$ cat config.mk
export PLATFORM = sky130hd
export DESIGN_NAME = imm_const_seq_flat
export DESIGN_NICKNAME = d
export VERILOG_FILES = /design/src/rtl/imm_const_seq_if.sv /design/src/rtl/imm_const_seq.sv /design/src/flat_wrapper.sv
export SDC_FILE = /design/constraint.sdc
export NUM_CORES = 1
export LEC_CHECK = 0
export ABC_AREA = 1
export BUFFER_PORTS_ARGS = -buffer_cell sky130_fd_sc_hd__buf_2
export CAP_MARGIN = 40
export CORE_AREA = 2 2 134 97
export DETAILED_ROUTE_END_ITERATION = 7
export DIE_AREA = 0 0 136 99
export GPL_TIMING_DRIVEN = 0
export PLACE_DENSITY = 0.78
export SYNTH_ARGS = -nofsm -noshare
export SYNTH_HDL_FRONTEND = slang
export SYNTH_SLANG_ARGS = --single-unit
$ cat constraint.sdc
create_clock -name clk -period 2.6 [get_ports clk]
set_input_delay 0.26 -clock clk [delete_from_list [all_inputs] [get_ports clk]]
set_output_delay 0.26 -clock clk [all_outputs]
set_load 0.01 [all_outputs]
$ cat src/rtl/imm_const_seq_if.sv
// Handshake/bus bundle between decode, the constant sequencer and the register-file write port.
// master = sequencer side; slave = the decode/arbiter side that drives requests and grants.
interface imm_const_seq_if #(
  parameter int WIDTH = 64,
  parameter int RA_W  = 5
);
  logic             start;
  logic [WIDTH-1:0] value;
  logic [RA_W-1:0]  rd;
  logic             flush;
  logic             wr_gnt;
  logic             wr_en;
  logic [RA_W-1:0]  wr_addr;
  logic [WIDTH-1:0] wr_data;
  logic             busy;
  logic             done;

  modport master (
    input  start, value, rd, flush, wr_gnt,
    output wr_en, wr_addr, wr_data, busy, done
  );

  modport slave (
    output start, value, rd, flush, wr_gnt,
    input  wr_en, wr_addr, wr_data, busy, done
  );
endinterface

$ cat src/rtl/imm_const_seq.sv
// Builds a 64-bit constant in a register via MOVZ/MOVK-style writes; IMM_SEQ_SKIP_ZERO_EN skips zero upper halfwords.
// Accept -> NCHUNK writes (one per granted cycle, held while wr_gnt=0) -> one-cycle done; busy stalls the front end.
module imm_const_seq #(
  parameter int WIDTH  = 64,
  parameter int CHUNK  = 16,
  parameter int NCHUNK = 4,
  parameter int RA_W   = 5
) (
  input  logic                 clk,
  input  logic                 reset,
  imm_const_seq_if.master      bus
);

  localparam logic [RA_W-1:0] XZR = '1;

  typedef enum logic [2:0] {
    IDLE = 3'd0,
    Z    = 3'd1,
    K1   = 3'd2,
    K2   = 3'd3,
    K3   = 3'd4,
    DONE = 3'd5
  } state_e;

  state_e            state_q, state_d;
  logic [WIDTH-1:0]  acc_q, acc_d;
  logic [WIDTH-1:0]  val_q, val_d;
  logic [RA_W-1:0]   wr_addr_q, wr_addr_d;

  logic              wr_en_c;
  logic [WIDTH-1:0]  wr_data_c;
  logic              busy_c;
  logic              done_c;
  int                cur_idx;
  int                nxt_idx;

  function automatic int state_idx(input state_e s);
    case (s)
      K1:      return 1;
      K2:      return 2;
      K3:      return 3;
      default: return 0;
    endcase
  endfunction

  function automatic state_e idx_state(input int i);
    case (i)
      0:       return Z;
      1:       return K1;
      2:       return K2;
      3:       return K3;
      default: return DONE;
    endcase
  endfunction

  always_comb begin
    state_d   = state_q;
    acc_d     = acc_q;
    val_d     = val_q;
    wr_addr_d = wr_addr_q;
    wr_en_c   = 1'b0;
    wr_data_c = '0;
    busy_c    = 1'b0;
    done_c    = 1'b0;
    cur_idx   = 0;
    nxt_idx   = NCHUNK;

    case (state_q)
      IDLE: begin
        if (bus.start && !bus.flush) begin
          val_d = bus.value;
          if (bus.rd == XZR) begin
            state_d = DONE;
          end else begin
            wr_addr_d = bus.rd;
            state_d   = Z;
          end
        end
      end

      Z, K1, K2, K3: begin
        busy_c  = 1'b1;
        wr_en_c = 1'b1;
        cur_idx = state_idx(state_q);
        // Z zero-extends; later steps keep every bit of acc except the chunk being inserted.
        wr_data_c = (state_q == Z) ? '0 : acc_q;
        wr_data_c[cur_idx*CHUNK +: CHUNK] = val_q[cur_idx*CHUNK +: CHUNK];

        nxt_idx = cur_idx + 1;
`ifdef IMM_SEQ_SKIP_ZERO_EN
        nxt_idx = NCHUNK;
        for (int j = NCHUNK - 1; j > 0; j--) begin
          if (j > cur_idx && val_q[j*CHUNK +: CHUNK] != '0) begin
            nxt_idx = j;
          end
        end
`endif
        if (bus.wr_gnt) begin
          acc_d   = wr_data_c;
          state_d = idx_state(nxt_idx);
        end
      end

      DONE: begin
        done_c  = 1'b1;
        state_d = IDLE;
      end

      default: begin
        state_d = IDLE;
      end
    endcase

    // A write shown in the flush cycle is still taken by the arbiter if granted.
    if (bus.flush && state_q != IDLE) begin
      state_d = IDLE;
    end
  end

  always_ff @(posedge clk) begin
    if (!reset) begin
      state_q   <= IDLE;
      acc_q     <= '0;
      val_q     <= '0;
      wr_addr_q <= '0;
    end else begin
      state_q   <= state_d;
      acc_q     <= acc_d;
      val_q     <= val_d;
      wr_addr_q <= wr_addr_d;
    end
  end

  assign bus.wr_en   = wr_en_c;
  assign bus.wr_data = wr_data_c;
  assign bus.wr_addr = wr_addr_q;
  assign bus.busy    = busy_c;
  assign bus.done    = done_c;

endmodule

$ cat src/flat_wrapper.sv
// flat-port wrapper written by rule: the top's interface ports become plain ports
module imm_const_seq_flat 
#(
  parameter int WIDTH  = 64,
  parameter int CHUNK  = 16,
  parameter int NCHUNK = 4,
  parameter int RA_W   = 5
)
  (clk, reset, bus_start, bus_value, bus_rd, bus_flush, bus_wr_gnt, bus_wr_en, bus_wr_addr, bus_wr_data, bus_busy, bus_done);
  imm_const_seq_if #(.WIDTH(WIDTH), .RA_W(RA_W)) bus_i ();
  input  logic clk;
  input  logic reset;
  input wire logic [$bits(bus_i.start)-1:0] bus_start;
  input wire logic [$bits(bus_i.value)-1:0] bus_value;
  input wire logic [$bits(bus_i.rd)-1:0] bus_rd;
  input wire logic [$bits(bus_i.flush)-1:0] bus_flush;
  input wire logic [$bits(bus_i.wr_gnt)-1:0] bus_wr_gnt;
  output wire logic [$bits(bus_i.wr_en)-1:0] bus_wr_en;
  output wire logic [$bits(bus_i.wr_addr)-1:0] bus_wr_addr;
  output wire logic [$bits(bus_i.wr_data)-1:0] bus_wr_data;
  output wire logic [$bits(bus_i.busy)-1:0] bus_busy;
  output wire logic [$bits(bus_i.done)-1:0] bus_done;
  assign bus_i.start = bus_start;
  assign bus_i.value = bus_value;
  assign bus_i.rd = bus_rd;
  assign bus_i.flush = bus_flush;
  assign bus_i.wr_gnt = bus_wr_gnt;
  assign bus_wr_en = bus_i.wr_en;
  assign bus_wr_addr = bus_i.wr_addr;
  assign bus_wr_data = bus_i.wr_data;
  assign bus_busy = bus_i.busy;
  assign bus_done = bus_i.done;
  imm_const_seq #(.WIDTH(WIDTH), .CHUNK(CHUNK), .NCHUNK(NCHUNK), .RA_W(RA_W)) u_core (.clk(clk), .reset(reset), .bus(bus_i));
endmodule
Word level (Yosys, flattened, before mapping)
Index checks and enable logic that the tools add are counted.
{ "totals": {"register_bits": 136, "inputBits": 74, "output_inout_bits": 72, "wordCells": 46} }
{ "op_classes": {"n_addsub": 2, "eq_ne": 11, "shifts": 3, "mux": 12, "bitwise_logic": 2, "reduce_logical": 12} }
{ "op_table": {"columns": ["operator", "count"], "rows": [
  ["2-to-1 mux 64 bit", 2],
  ["bitwise mux 64 bit", 1],
  ["equality test 32 x 2 -> 1 bit, second input constant", 2],
  ["variable shift 16 x 33 -> 64 bit, first input constant", 1],
  ["indexed part select 16 x 33 -> 64 bit", 1],
  ["indexed part select 64 x 32 -> 16 bit", 1],
  ["negator 32 -> 33 bit", 1],
  ["adder 32 x 2 -> 32 bit, second input constant", 1],
  ["equality test 32 x 1 -> 1 bit, second input constant", 1],
  ["logical NOT 32 bit", 1],
  ["2-to-1 mux 32 bit", 1],
  ["one-hot mux 3 bit (4 select lines)", 1],
  ["2-to-1 mux 3 bit", 3],
  ["equality test 3 x 2 -> 1 bit, second input constant", 2],
  ["equality test 3 bit, second input constant", 2],
  ["one-hot mux 2 bit (3 select lines)", 1],
  ["one-hot mux 3 bit (2 select lines)", 1],
  ["AND reduction 2 bit", 3],
  ["equality test 5 bit, second input constant", 1],
  ["OR reduction 4 bit", 1],
  ["equality test 3 x 1 -> 1 bit, second input constant", 1],
  ["logical NOT 3 bit", 1],
  ["AND reduction 3 bit", 1],
  ["nonzero test 3 bit", 1],
  ["7 further kinds", 10]
]} }

Logic depth before layout (Yosys ltp)
Gate-level depths: netlist of run 1.
{ "depth": {"depth_word": 8, "mapped_depth": 12, "depth_no_buf": 10} }

Least setup slack after synthesis of run 1
OpenSTA, ideal clock, no wires.
{ "synth_path": {"path_type": "reg-to-output", "start": "register u_core.state_q[2]", "end": "output port bus_wr_data[21]", "arrival_time_ps": 1431, "slack_ps": 909, "path_stages_with_launch": 7, "path_cell_list": "dfxtp_1 inv_2 nand2_2 nor2_4 buf_1 nand4_1 a21oi_1"} }
{ "synth_via": {"elab_chain_cells": 7, "elab_cells_between_ends": 14, "cone_classes": "add/sub (1); eq/ne (4); shift (3); mux (5); reduce/logical (1)"} }
{ "synth_lines": {"columns": ["item", "line", "rtl"], "rows": [
  ["start, declared", "imm_const_seq.sv:25", "state_e state_q, state_d;"],
  ["start signal, assigned", "imm_const_seq.sv:127", "state_q <= state_d;"],
  ["equality test 3 bit or equality test 3 x 2 -> 1 bit (tied branches)", null, null],
  ["one-hot mux 2 bit (3 select lines)", "imm_const_seq.sv:38", "case (s)"],
  ["2-to-1 mux 32 bit", "imm_const_seq.sv:68", "case (state_q)"],
  ["negator 32 -> 33 bit or indexed part select 64 x 32 -> 16 bit (tied branches)", "imm_const_seq.sv:87", "wr_data_c[cur_idx*CHUNK +: CHUNK] = val_q[cur_idx*CHUNK +: CHUNK];"],
  ["indexed part select 16 x 33 -> 64 bit or variable shift 16 x 33 -> 64 bit (tied branches)", "imm_const_seq.sv:87", null],
  ["bitwise mux 64 bit", "imm_const_seq.sv:87", null],
  ["2-to-1 mux 64 bit (*)", "imm_const_seq.sv:68", null],
  ["end, declared", "flat_wrapper.sv:20", "output wire logic [$bits(bus_i.wr_data)-1:0] bus_wr_data;"]
]} }
Every way passes the cells marked *; elsewhere a longest branch is shown, timed or not. The select of a mux whose other input is x is not followed.

Worst setup path after layout of run 1
{ "layout_path": {"start": "register u_core.state_q[1]", "end": "output port bus_wr_data[41]"} }
Same word-level chain as after synthesis.

==> results.md, run 1 <==
- Vias: 7230
- Sequential cell area: 0.00273 sq mm
- Most used DFF post-synth: dfxtp_1
- Worst EP arrival: 2.24 ns
- Num Clock Sinks: 136
- Routability Congestion: 0.959
- First-pass GRT wire length: 33.7 mm
- Slew HR: 62.4%
- Synth unique cells: 26
- Commonest non-fill, non-tap cell in the layout: nor2_1
- Iteration-0 DRC count of the detailed router: 799
- Syn Inst Count: 1005
- Startpoint types: flop
- Worst r2r src: u_core.state_q[1]
- Deepest clock path buffer count: 2
- Top-Level Pins: 146
- Count of input and output buffers: 145
- Min-delay worst type: input port to flop
- Crit-path slowest cell: dfxtp_1
- Post-Route WL: 21.4 mm
- DRT Pass-1 Iters: 6
- Max VDD drop: 573 uV
- R2r setup slk: 0.67 ns
- Slew at the pin with the worst max-slew slack: 0.564 ns
- R2R cell count: 8
- Die height: 99 um
- Antenna Cells: 0
- Min Hold Slack: 0.0839 ns
- Yosys warns: 0
- Final net count: 1244
- Grt ovf: 0
- P&R area growth vs syn: 24.6%
- Setup Viol. Count Final: 0
- Die area: 0.0135 sq mm
- CP Class: flop to output port
- Most frequent cells in the layout: 182 x nor2_1, 167 x buf_2, 135 x inv_1
- Maximum number of pins on one net before global-route repair: 17
- Num CTS Buffers: 17
- Die Span X: 136 um
- Total of max-cap violations: 0
- Multi-input gate area: 0.00311 sq mm
- Vias in the first global route: 6606
- Synth Net Count: 1079
- Util after Layout: 67.7%
- Core Box Area: 0.0122 sq mm
- Post-DP HPWL: 15.7 mm
- Residual DRC: 0
- Final Hold Vio Count: 0
- CTS tree: built
- Crit path max fanout: 10
- Post-synth EDFFs: 0
- All-Layer GR Usage: 32.6%
- PwrDens: 1060 mW/mm^2
- Post-synthesis instance area: 0.00661 sq mm
- Root Driver: clkbuf_16
- Tmin final: 2.50 ns
- Clock Pin Slew Worst Setup and Hold Paths: 0.06 ns
- Tcrit/Tclk final: 96.2%
- Ys async rst share: 0%
- Initial antenna violation count: 0
- Wire per inst: 15.9 um
- Initial Util: 54.3%
- Share of cells above drive strength 1: 22.6%
- Max stage delay on crit path: 0.30 ns
- Worst r2r dst: u_core.val_q[33]
- Flops & latches, synth: 136
- Syn_area_per_cell: 6.57 sq um
- Fillers: 1116
- Clock Latency Late Sink: 0.42 ns
- Vias per Instance: 5.38
- Routed Antenna Nets: 0
- CP Capture Point: bus_wr_data[41]
- Crit path launch: u_core.state_q[1]
- Worst EP required: 2.34 ns
- Setup crit end kind: output port
- Max frequency: 400 MHz
- Setup Skew: 0.00900 ns
- Crit path cell chain: clkbuf_4 -> clkinv_1 -> nand3_2 -> buf_4 -> buf_4 -> nand3_1 -> nand3_1 -> a21oi_1 -> buf_2
- Final Slew Violations: 0
- Status: complete, no violations
- FP Rows: 34
- H-tree depth: 4
- Seq/Total Area, Yosys: 41.2%
- P_leak: 0.00405 uW
==> metrics by stage <==
| stage | total power (uW) | setup slack, ns | std cells | instance area [sq um] | TNS (ns) |
|---|---|---|---|---|---|
| floorplan | 5200 | 0.909 | 1005 | 6610 | 0 |
| global placement | 6140 | 0.354 | 1312 | 7530 | 0 |
| detailed placement | 6220 | 0.332 | 1312 | 7530 | 0 |
| CTS | 8560 | 0.0140 | 1343 | 8130 | 0 |
| global route | 9240 | -0.0190 | 1344 | 8230 | -0.0485 |
| finish | 8700 | 0.0981 | 1344 | 8230 | 0 |
==> final cells by class <==
class                   count  share of cell area [%]
multi-input cells         658                    37.8
flip-flops and latches    136                    33.1
repair buffers            146                    8.91
inverters                 145                    6.64
clock buffers              18                    5.21
plain buffers              66                    4.30
well taps                 162                    2.46
clock inverters            13                    1.60
==> sequential cells by signal, summed over array words and instances (netlist names) <==
register	count
u_core.val_q	64
u_core.state_q	3
u_core.acc_q	64
u_core.bus.wr_addr	5
==> synth_stat cells (3+ instances only) <==
master / instances / area, sq um
nand2_1: 92 / 345
nand4_1: 16 / 100
o21ai_0: 99 / 495
inv_2: 7 / 26.3
nand2_2: 3 / 18.8
a21oi_1: 118 / 591
clkbuf_1: 24 / 90.1
o21ai_1: 5 / 25.0
buf_2: 27 / 135
nand3_2: 4 / 40.0
nor2_1: 196 / 736
nand3_1: 118 / 591
inv_1: 135 / 507
dfxtp_1: 136 / 2720
buf_4: 9 / 67.6
==> worst min-delay path by stage <==
stage | slack, ns | startpoint | endpoint | cells past startpoint
6_report | 0.08 | bus_value[62] | u_core.val_q[62] | 3
5_1_grt | 0.09 | bus_value[62] | u_core.val_q[62] | 3
4_1_cts | 0.08 | bus_value[62] | u_core.val_q[62] | 3
3_5_place_dp | 0.44 | u_core.bus.wr_addr[3] | u_core.bus.wr_addr[3] | 2
3_3_place_gp | 0.44 | u_core.bus.wr_addr[1] | u_core.bus.wr_addr[1] | 2
2_1_floorplan | 0.41 | bus_value[41] | u_core.val_q[41] | 2
==> per-layer routing <==
| metal | part of all wire (%) | track usage (%) | routed length [um] | vias to the layer above |
|---|---|---|---|---|
| met2 | 44 | 49.5 | 9340 | 366 |
| met1 | 43 | 45.4 | 9090 | 3266 |
| met5 | 0 | 0 | 0 | - |
| met3 | 12 | 8.44 | 2480 | 37 |
| li1 | - | - | - | 3561 |
| met4 | 2.1 | 10.9 | 447 | 0 |
==> logic make-up (layout without fill, tap and decap cells) <==
logic type	after synthesis	after routing	share of synthesized area, %
AO/OA/AOI/OAI	224	224	17.1
buffers and inverters	211	388	13.3
flip-flops	136	136	41.2
AND/OR/NAND/NOR	434	434	28.4
==> power breakdown <==
group	total (uW)	switching (uW)	internal [uW]
clock network	2330	927	1400
registers	2860	258	2600
logic	3510	2370	1140
==> worst max-delay path: cells and delay by family (launching register included) <==
kind                   cells  cell delay, ns
buffers and inverters      5            0.88
flip-flops                 1            0.30
AND/OR/NAND/NOR            3            0.54
AO/OA/AOI/OAI              1            0.09
==> timing repair <==
| action | 4_1_cts | 5_1_grt |
|---|---|---|
| gates resized for setup | 15 | 30 |
| pin swaps | 0 | 2 |
| endpoints found under the setup margin | 26 | 59 |
| hold buffers | 0 | 0 |
| setup buffers | 0 | 1 |
No activity file was read; power rests on OpenSTA's default activity.
==> run 2: changes to the inputs <==
CORE_AREA = 2 2 168 120   (was 2 2 134 97)
DIE_AREA = 0 0 170 122   (was 0 0 136 99)
PLACE_DENSITY = 0.53   (was 0.78)
==> run 2 against run 1 <==
  * Worst hold slack lost 0.00076 ns
  * Wire length rose by 14%
  * Largest cell class unchanged
  * Largest power group unchanged
  * Cell count increased by 6.4%
  * Power is 5.8% higher
  * Combinational power up 5%
  * Register-to-register slack better by 0.02 ns
  * Utilization fell by 24 points
  * Non-clock buffer count increased by 2
  * First-iteration DRC count fell by 24%
  * Worst setup slack better by 0.020 ns
  * Clock skew shrank 0.0021 ns
  * Count of clock-buffer cells in the layout rose by 4
==> results.md, run 2 (synthesis gave the netlist of run 1 again) <==
- Status: complete, no violations
- Post-route cell area: 0.00854 sq mm (+3.7%)
- Setup crit end kind: output port
- CP Class: flop to output port
- Count of input and output buffers: 145 (unchanged)
- P&R area growth vs syn: 29.2%
- Max frequency: 403 MHz (+0.81%)
- Setup Skew: 0.00693 ns (-0.00207 ns)
- GR peak layer: met2
- Multi-input gate area: 0.00318 sq mm (+2.1%)
- Routability Congestion: 0.881 (-8.1%)
- Setup WS pre-CTS: 0.202 ns (-0.130 ns)
- Min-delay worst type: input port to flop
- RSZ-0062 raised after global routing: false
- Routed Antenna Nets: 0 (unchanged)
- Iteration-0 DRC count of the detailed router: 609 (-24%)
- CTS tree: built
- Crit path max fanout: 10 (unchanged)
- Die height: 122 um (+23%)
- Util after Layout: 44.1% (-24 points)
- Slew HR: 59.1% (-3.2 points)
- FP Rows: 43 (+26%)
- Placed cell count: 1397 (+6.5%)
- Maximum number of pins on one net before global-route repair: 17 (unchanged)
- Core Box Area: 0.0194 sq mm (+59%)
- Clock Pin Slew Worst Setup and Hold Paths: 0.06 ns (about the same)
- Fillers: 2091 (+87%)
- H-tree depth: 4 (unchanged)
- Setup ws final: 0.118 ns (+0.0202 ns)
- Antenna Cells: 0 (unchanged)
- Tmin final: 2.48 ns (-0.0202 ns)
- Startpoint types: flop
- Cts hold-fix bufs: 0 (unchanged)
- Final Slew Violations: 0 (unchanged)
- Share of cells above drive strength 1: 23.9% (+1.3 points)
- P_leak: 0.00414 uW (+2.1%)
- Sequential cell area: 0.00273 sq mm (unchanged)
- Vias in the first global route: 6654 (+0.73%)
- Top-Level Pins: 146 (unchanged)
- Initial Util: 34.1% (-20 points)
- All-Layer GR Usage: 24.2% (-8.5 points)
- Crit-path slowest cell: dfxtp_2
- Placed cell area: 0.00764 sq mm (+1.4%)
- Residual DRC: 0 (unchanged)
- Root Driver: clkbuf_16
- Max VDD drop: 497 uV (-13%)
- Slew at the pin with the worst max-slew slack: 0.613 ns (+0.0484 ns)
- Worst EP required: 2.34 ns (about the same)
- DRT Pass-1 Iters: 5 (-1)
- Grt ovf: 0 (unchanged)
- Final net count: 1246 (+0.16%)
- Vias: 7120 (-1.5%)
- Clock Latency Late Sink: 0.43 ns (about the same)
- M1 GR Usage: 34.9% (-10 points)
- Deepest clock path buffer count: 2 (unchanged)
- Total of max-cap violations: 0 (unchanged)
- Setup Viol. Count Final: 0 (unchanged)
- PwrDens: 1080 mW/mm^2 (+2.0%)
- Crit path cell chain: inv_2 -> nand3_2 -> buf_4 -> nor2_1 -> nor2_2 -> nand3_1 -> a21oi_1 -> buf_2
- Die area: 0.0207 sq mm (+54%)
- Vias per Instance: 4.98 (-7.4%)
- Max stage delay on crit path: 0.38 ns (+0.08 ns)
- Final Hold Vio Count: 0 (unchanged)
- First-pass GRT wire length: 37.6 mm (+12%)
- Most frequent cells in the layout: 182 x nor2_1, 162 x buf_2, 135 x inv_1
- Post-Route WL: 24.3 mm (+14%)
- Met3 Use GR: 6.47% (-2.0 points)
- Non-Filler Instances: 1430 (+6.4%)
- Num Clock Sinks: 136 (unchanged)
- TNS Setup: 0 ns (unchanged)
- Initial antenna violation count: 0 (unchanged)
- Die Span X: 170 um (+25%)
- Worst EP arrival: 2.22 ns (-0.02 ns)
- Family with the most delay on the worst path: simple AND/OR/NAND/NOR gates
- Tcrit/Tclk final: 95.4% (-0.78 points)
- Commonest non-fill, non-tap cell in the layout: nor2_1
- Num CTS Buffers: 17 (unchanged)
- Met2 Use GR: 36.3% (-13 points)
- Post-DP HPWL: 18.1 mm (+16%)
- CP bufs+invs: 3 (-2)
- Wire per inst: 17.0 um (+6.8%)
run 2: cell count changes in the layout (fill, tap and decap cells not counted), sizes merged:
cell	delta
clkbuf	-1
bufinv	+2
clkinv	-7
buf	+7
run 2: per-layer routing:
metal	part of all wire [%]	routed length (um)	vias to the layer above
met3	7.4	1800	17
met4	0.69	168	0
li1	-	-	3557
met5	0	0	-
met2	43	10300	231
met1	49	12000	3315
run 2: power by group:
part	switching [uW]	internal (uW)	leakage [uW]	total [uW]
clock	934	1720	0.000314	2650
sequential	256	2600	0.00112	2860
combinational	2490	1200	0.00271	3690
run 2: cell type report:
class,instances,area share [%]
Timing Repair Buffer,149,8.85
Buffer,65,4.44
Inverter,145,6.48
Clock inverter,8,1.67
Sequential cell,136,31.9
Tap cell,247,3.62
Multi-Input combinational cell,658,37.2
Clock buffer,22,5.79
run 2: tightest hold or removal path, stage by stage:
cell     delay [ns]
buf_2          0.07
o21ai_0        0.07
nor2_1         0.07
run 2: final timing paths:
path	from	endpoint	slack, ns	cells past startpoint
max	u_core.state_q[2]	bus_wr_data[45]	0.12	8
min	bus_value[28]	u_core.val_q[28]	0.08	3
max reg2reg	u_core.state_q[2]	u_core.acc_q[29]	0.69	11
min reg2reg	u_core.bus.wr_addr[2]	u_core.bus.wr_addr[2]	0.45	2
run 2: repair_timing:
action,CTS,global route
setup buffers,0,4
setup endpoints to repair,46,64
pin swaps,0,10
cloned,0,0
gates resized for setup,42,36
run 2: metrics by stage:
step	total power (uW)	hold WS, ns
after floorplan	5200	0.408
after global placement	6330	0.441
after detailed placement	6350	0.444
after CTS	9100	0.0754
after global routing	9830	0.0867
final	9200	0.0832
==> run 3: changes to the inputs <==
BUFFER_PORTS_ARGS = unset   (was -buffer_cell sky130_fd_sc_hd__buf_2)
DONT_BUFFER_PORTS = 1   (was unset)
PLACE_DENSITY = 0.47   (was 0.53)
SKIP_LAST_GASP = 1   (was unset)
==> run 3 against run 2 <==
  * Utilization fell by 3.5 points
  * Largest power group unchanged
  * Wire length up 1.3%
  * Clock skew up 0.0032 ns
  * Cell count shrank 9.0%
  * Sequential power barely moved
  * Via count fell by 7.9%
  * First-iteration DRC count is 5.6% lower
  * Combinational power shrank 5%
==> results.md, run 3 (synthesis gave the netlist of run 1 again) <==
- TNS Setup: 0 ns (unchanged)
- Top-Level Pins: 146 (unchanged)
- First-pass GRT wire length: 36.4 mm (-3.1%)
- Status: complete, no violations
- Non-Filler Instances: 1302 (-9.0%)
- Num CTS Buffers: 17 (unchanged)
- Setup crit end kind: output port
- Clock Latency Late Sink: 0.43 ns (about the same)
- H-tree depth: 4 (unchanged)
- CP Class: flop to output port
- Residual DRC: 0 (unchanged)
- Worst EP arrival: 2.30 ns (+0.08 ns)
- Worst EP required: 2.34 ns (about the same)
- Setup Viol. Count Final: 0 (unchanged)
- PwrDens: 1110 mW/mm^2 (+2.9%)
- Slew at the pin with the worst max-slew slack: 0.627 ns (+0.0143 ns)
- DRT Pass-1 Iters: 5 (unchanged)
- All-Layer GR Usage: 23.9% (-0.26 points)
- P_leak: 0.00344 uW (-17%)
- Count of input and output buffers: 0 (-100%)
- Maximum number of pins on one net before global-route repair: 17 (unchanged)
- Tcrit/Tclk final: 98.3% (+2.8 points)
- Initial Util: 34.1% (unchanged)
- FP Rows: 43 (unchanged)
- CTS tree: built
- Min-Delay Path Depth: 2 (-1)
- Share of cells above drive strength 1: 12.9% (-11 points)
- Routability Congestion: 0.882 (+0.10%)
- Die height: 122 um (unchanged)
- Die Span X: 170 um (unchanged)
- RSZ-0062 raised after global routing: true
- Slew HR: 58.2% (-0.96 points)
- Deepest clock path buffer count: 2 (unchanged)
- Setup Skew: 0.0101 ns (+0.00321 ns)
- Power after layout: 8720 uW (-5.2%)
- Placed cell count: 1252 (-10%)
- Wire per inst: 18.9 um (+11%)
- Commonest non-fill, non-tap cell in the layout: nor2_1
- Most frequent cells in the layout: 183 x nor2_1, 135 x inv_1, 135 x dfxtp_1
- Core Box Area: 0.0194 sq mm (unchanged)
- Total of max-cap violations: 0 (unchanged)
- Startpoint types: flop
- Util after Layout: 40.6% (-3.5 points)
- Fillers: 2085 (-0.29%)
- Root Driver: clkbuf_16
- Max frequency: 391 MHz (-2.9%)
- Vias: 6558 (-7.9%)
- Vias in the first global route: 5962 (-10%)
- Min Hold Slack: 0.00901 ns (-0.0742 ns)
- Die area: 0.0207 sq mm (unchanged)
- Min-delay worst type: input port to flop
- Post-Route WL: 24.6 mm (+1.3%)
- Post-DP HPWL: 18.3 mm (+1.0%)
- Grt ovf: 0 (unchanged)
- Final Slew Violations: 0 (unchanged)
- Num Clock Sinks: 136 (unchanged)
- R2R cell count: 11 (unchanged)
- Final Hold Vio Count: 0 (unchanged)
- Crit path max fanout: 10 (unchanged)
- Initial antenna violation count: 2 (+2)
- Final net count: 1113 (-11%)
- Max VDD drop: 498 uV (+0.24%)
- Routed Antenna Nets: 0 (unchanged)
- Tmin final: 2.56 ns (+0.0735 ns)
- P&R area growth vs syn: 19.1%
- Vias per Instance: 5.04 (+1.2%)
- Clock Pin Slew Worst Setup and Hold Paths: 0.06 ns (about the same)
- Iteration-0 DRC count of the detailed router: 575 (-5.6%)
==> run 3: final timing paths <==
check | start | end | slack [ns]
worst min-delay path | bus_value[25] | u_core.val_q[25] | 0.009
worst min register to register | u_core.val_q[5] | u_core.val_q[5] | 0.46
worst max-delay path | u_core.state_q[1] | bus_wr_data[46] | 0.04
worst max register to register | u_core.state_q[1] | u_core.acc_q[21] | 0.56
==> run 3: repair_timing <==
item,4_1_cts,5_1_grt
pin swaps,0,4
cloned,0,0
hold buffers,14,0
hold endpoints to repair,14,0
buffers inserted,0,1
gates resized for setup,22,52
endpoints found under the setup margin,40,47
==> run 3: area by class of cell <==
type / count / area [sq um] / area share [%]
Inverter: 145 / 553 / 7.03
Timing Repair Buffer: 15 / 148 / 1.88
Sequential cell: 136 / 2720 / 34.6
Tap cell: 247 / 309 / 3.93
Antenna cell: 3 / 7.51 / 0.0954
Clock inverter: 9 / 100 / 1.27
Buffer: 66 / 352 / 4.47
Multi-Input combinational cell: 658 / 3220 / 40.9
Clock buffer: 23 / 458 / 5.82
==> run 3: where the power goes <==
group / total [uW] / switching [uW] / internal, uW
clock network: 2350 / 926 / 1430
logic: 3500 / 2480 / 1020
registers: 2870 / 269 / 2600
total: 8720 / 3670 / 5050
==> run 3: metal layers <==
| metal | global-route usage, % | up-vias | share of wire [%] |
|---|---|---|---|
| met5 | 0 | - | 0 |
| met3 | 7.37 | 25 | 8.6 |
| met4 | 6.89 | 0 | 1.7 |
| met2 | 33.3 | 219 | 41 |
| li1 | - | 3305 | - |
| met1 | 35.1 | 3009 | 49 |
==> run 3: metrics by stage <==
stage	worst slack, ns	instance area [sq um]
finish	0.0448	7870
global route	-0.0579	7860
CTS	-0.00494	7670
detailed placement	0.246	6910
global placement	0.249	6910
floorplan	0.909	6610
==> run 3: critical path, stage by stage (launching register included) <==
cell and delay [ns]:
dfxtp_1 0.30, buf_2 0.20, clkinv_1 0.14, nand3_2 0.12
buf_4 0.19, buf_2 0.27, nand3_1 0.30, nand3_1 0.23
a21oi_1 0.13
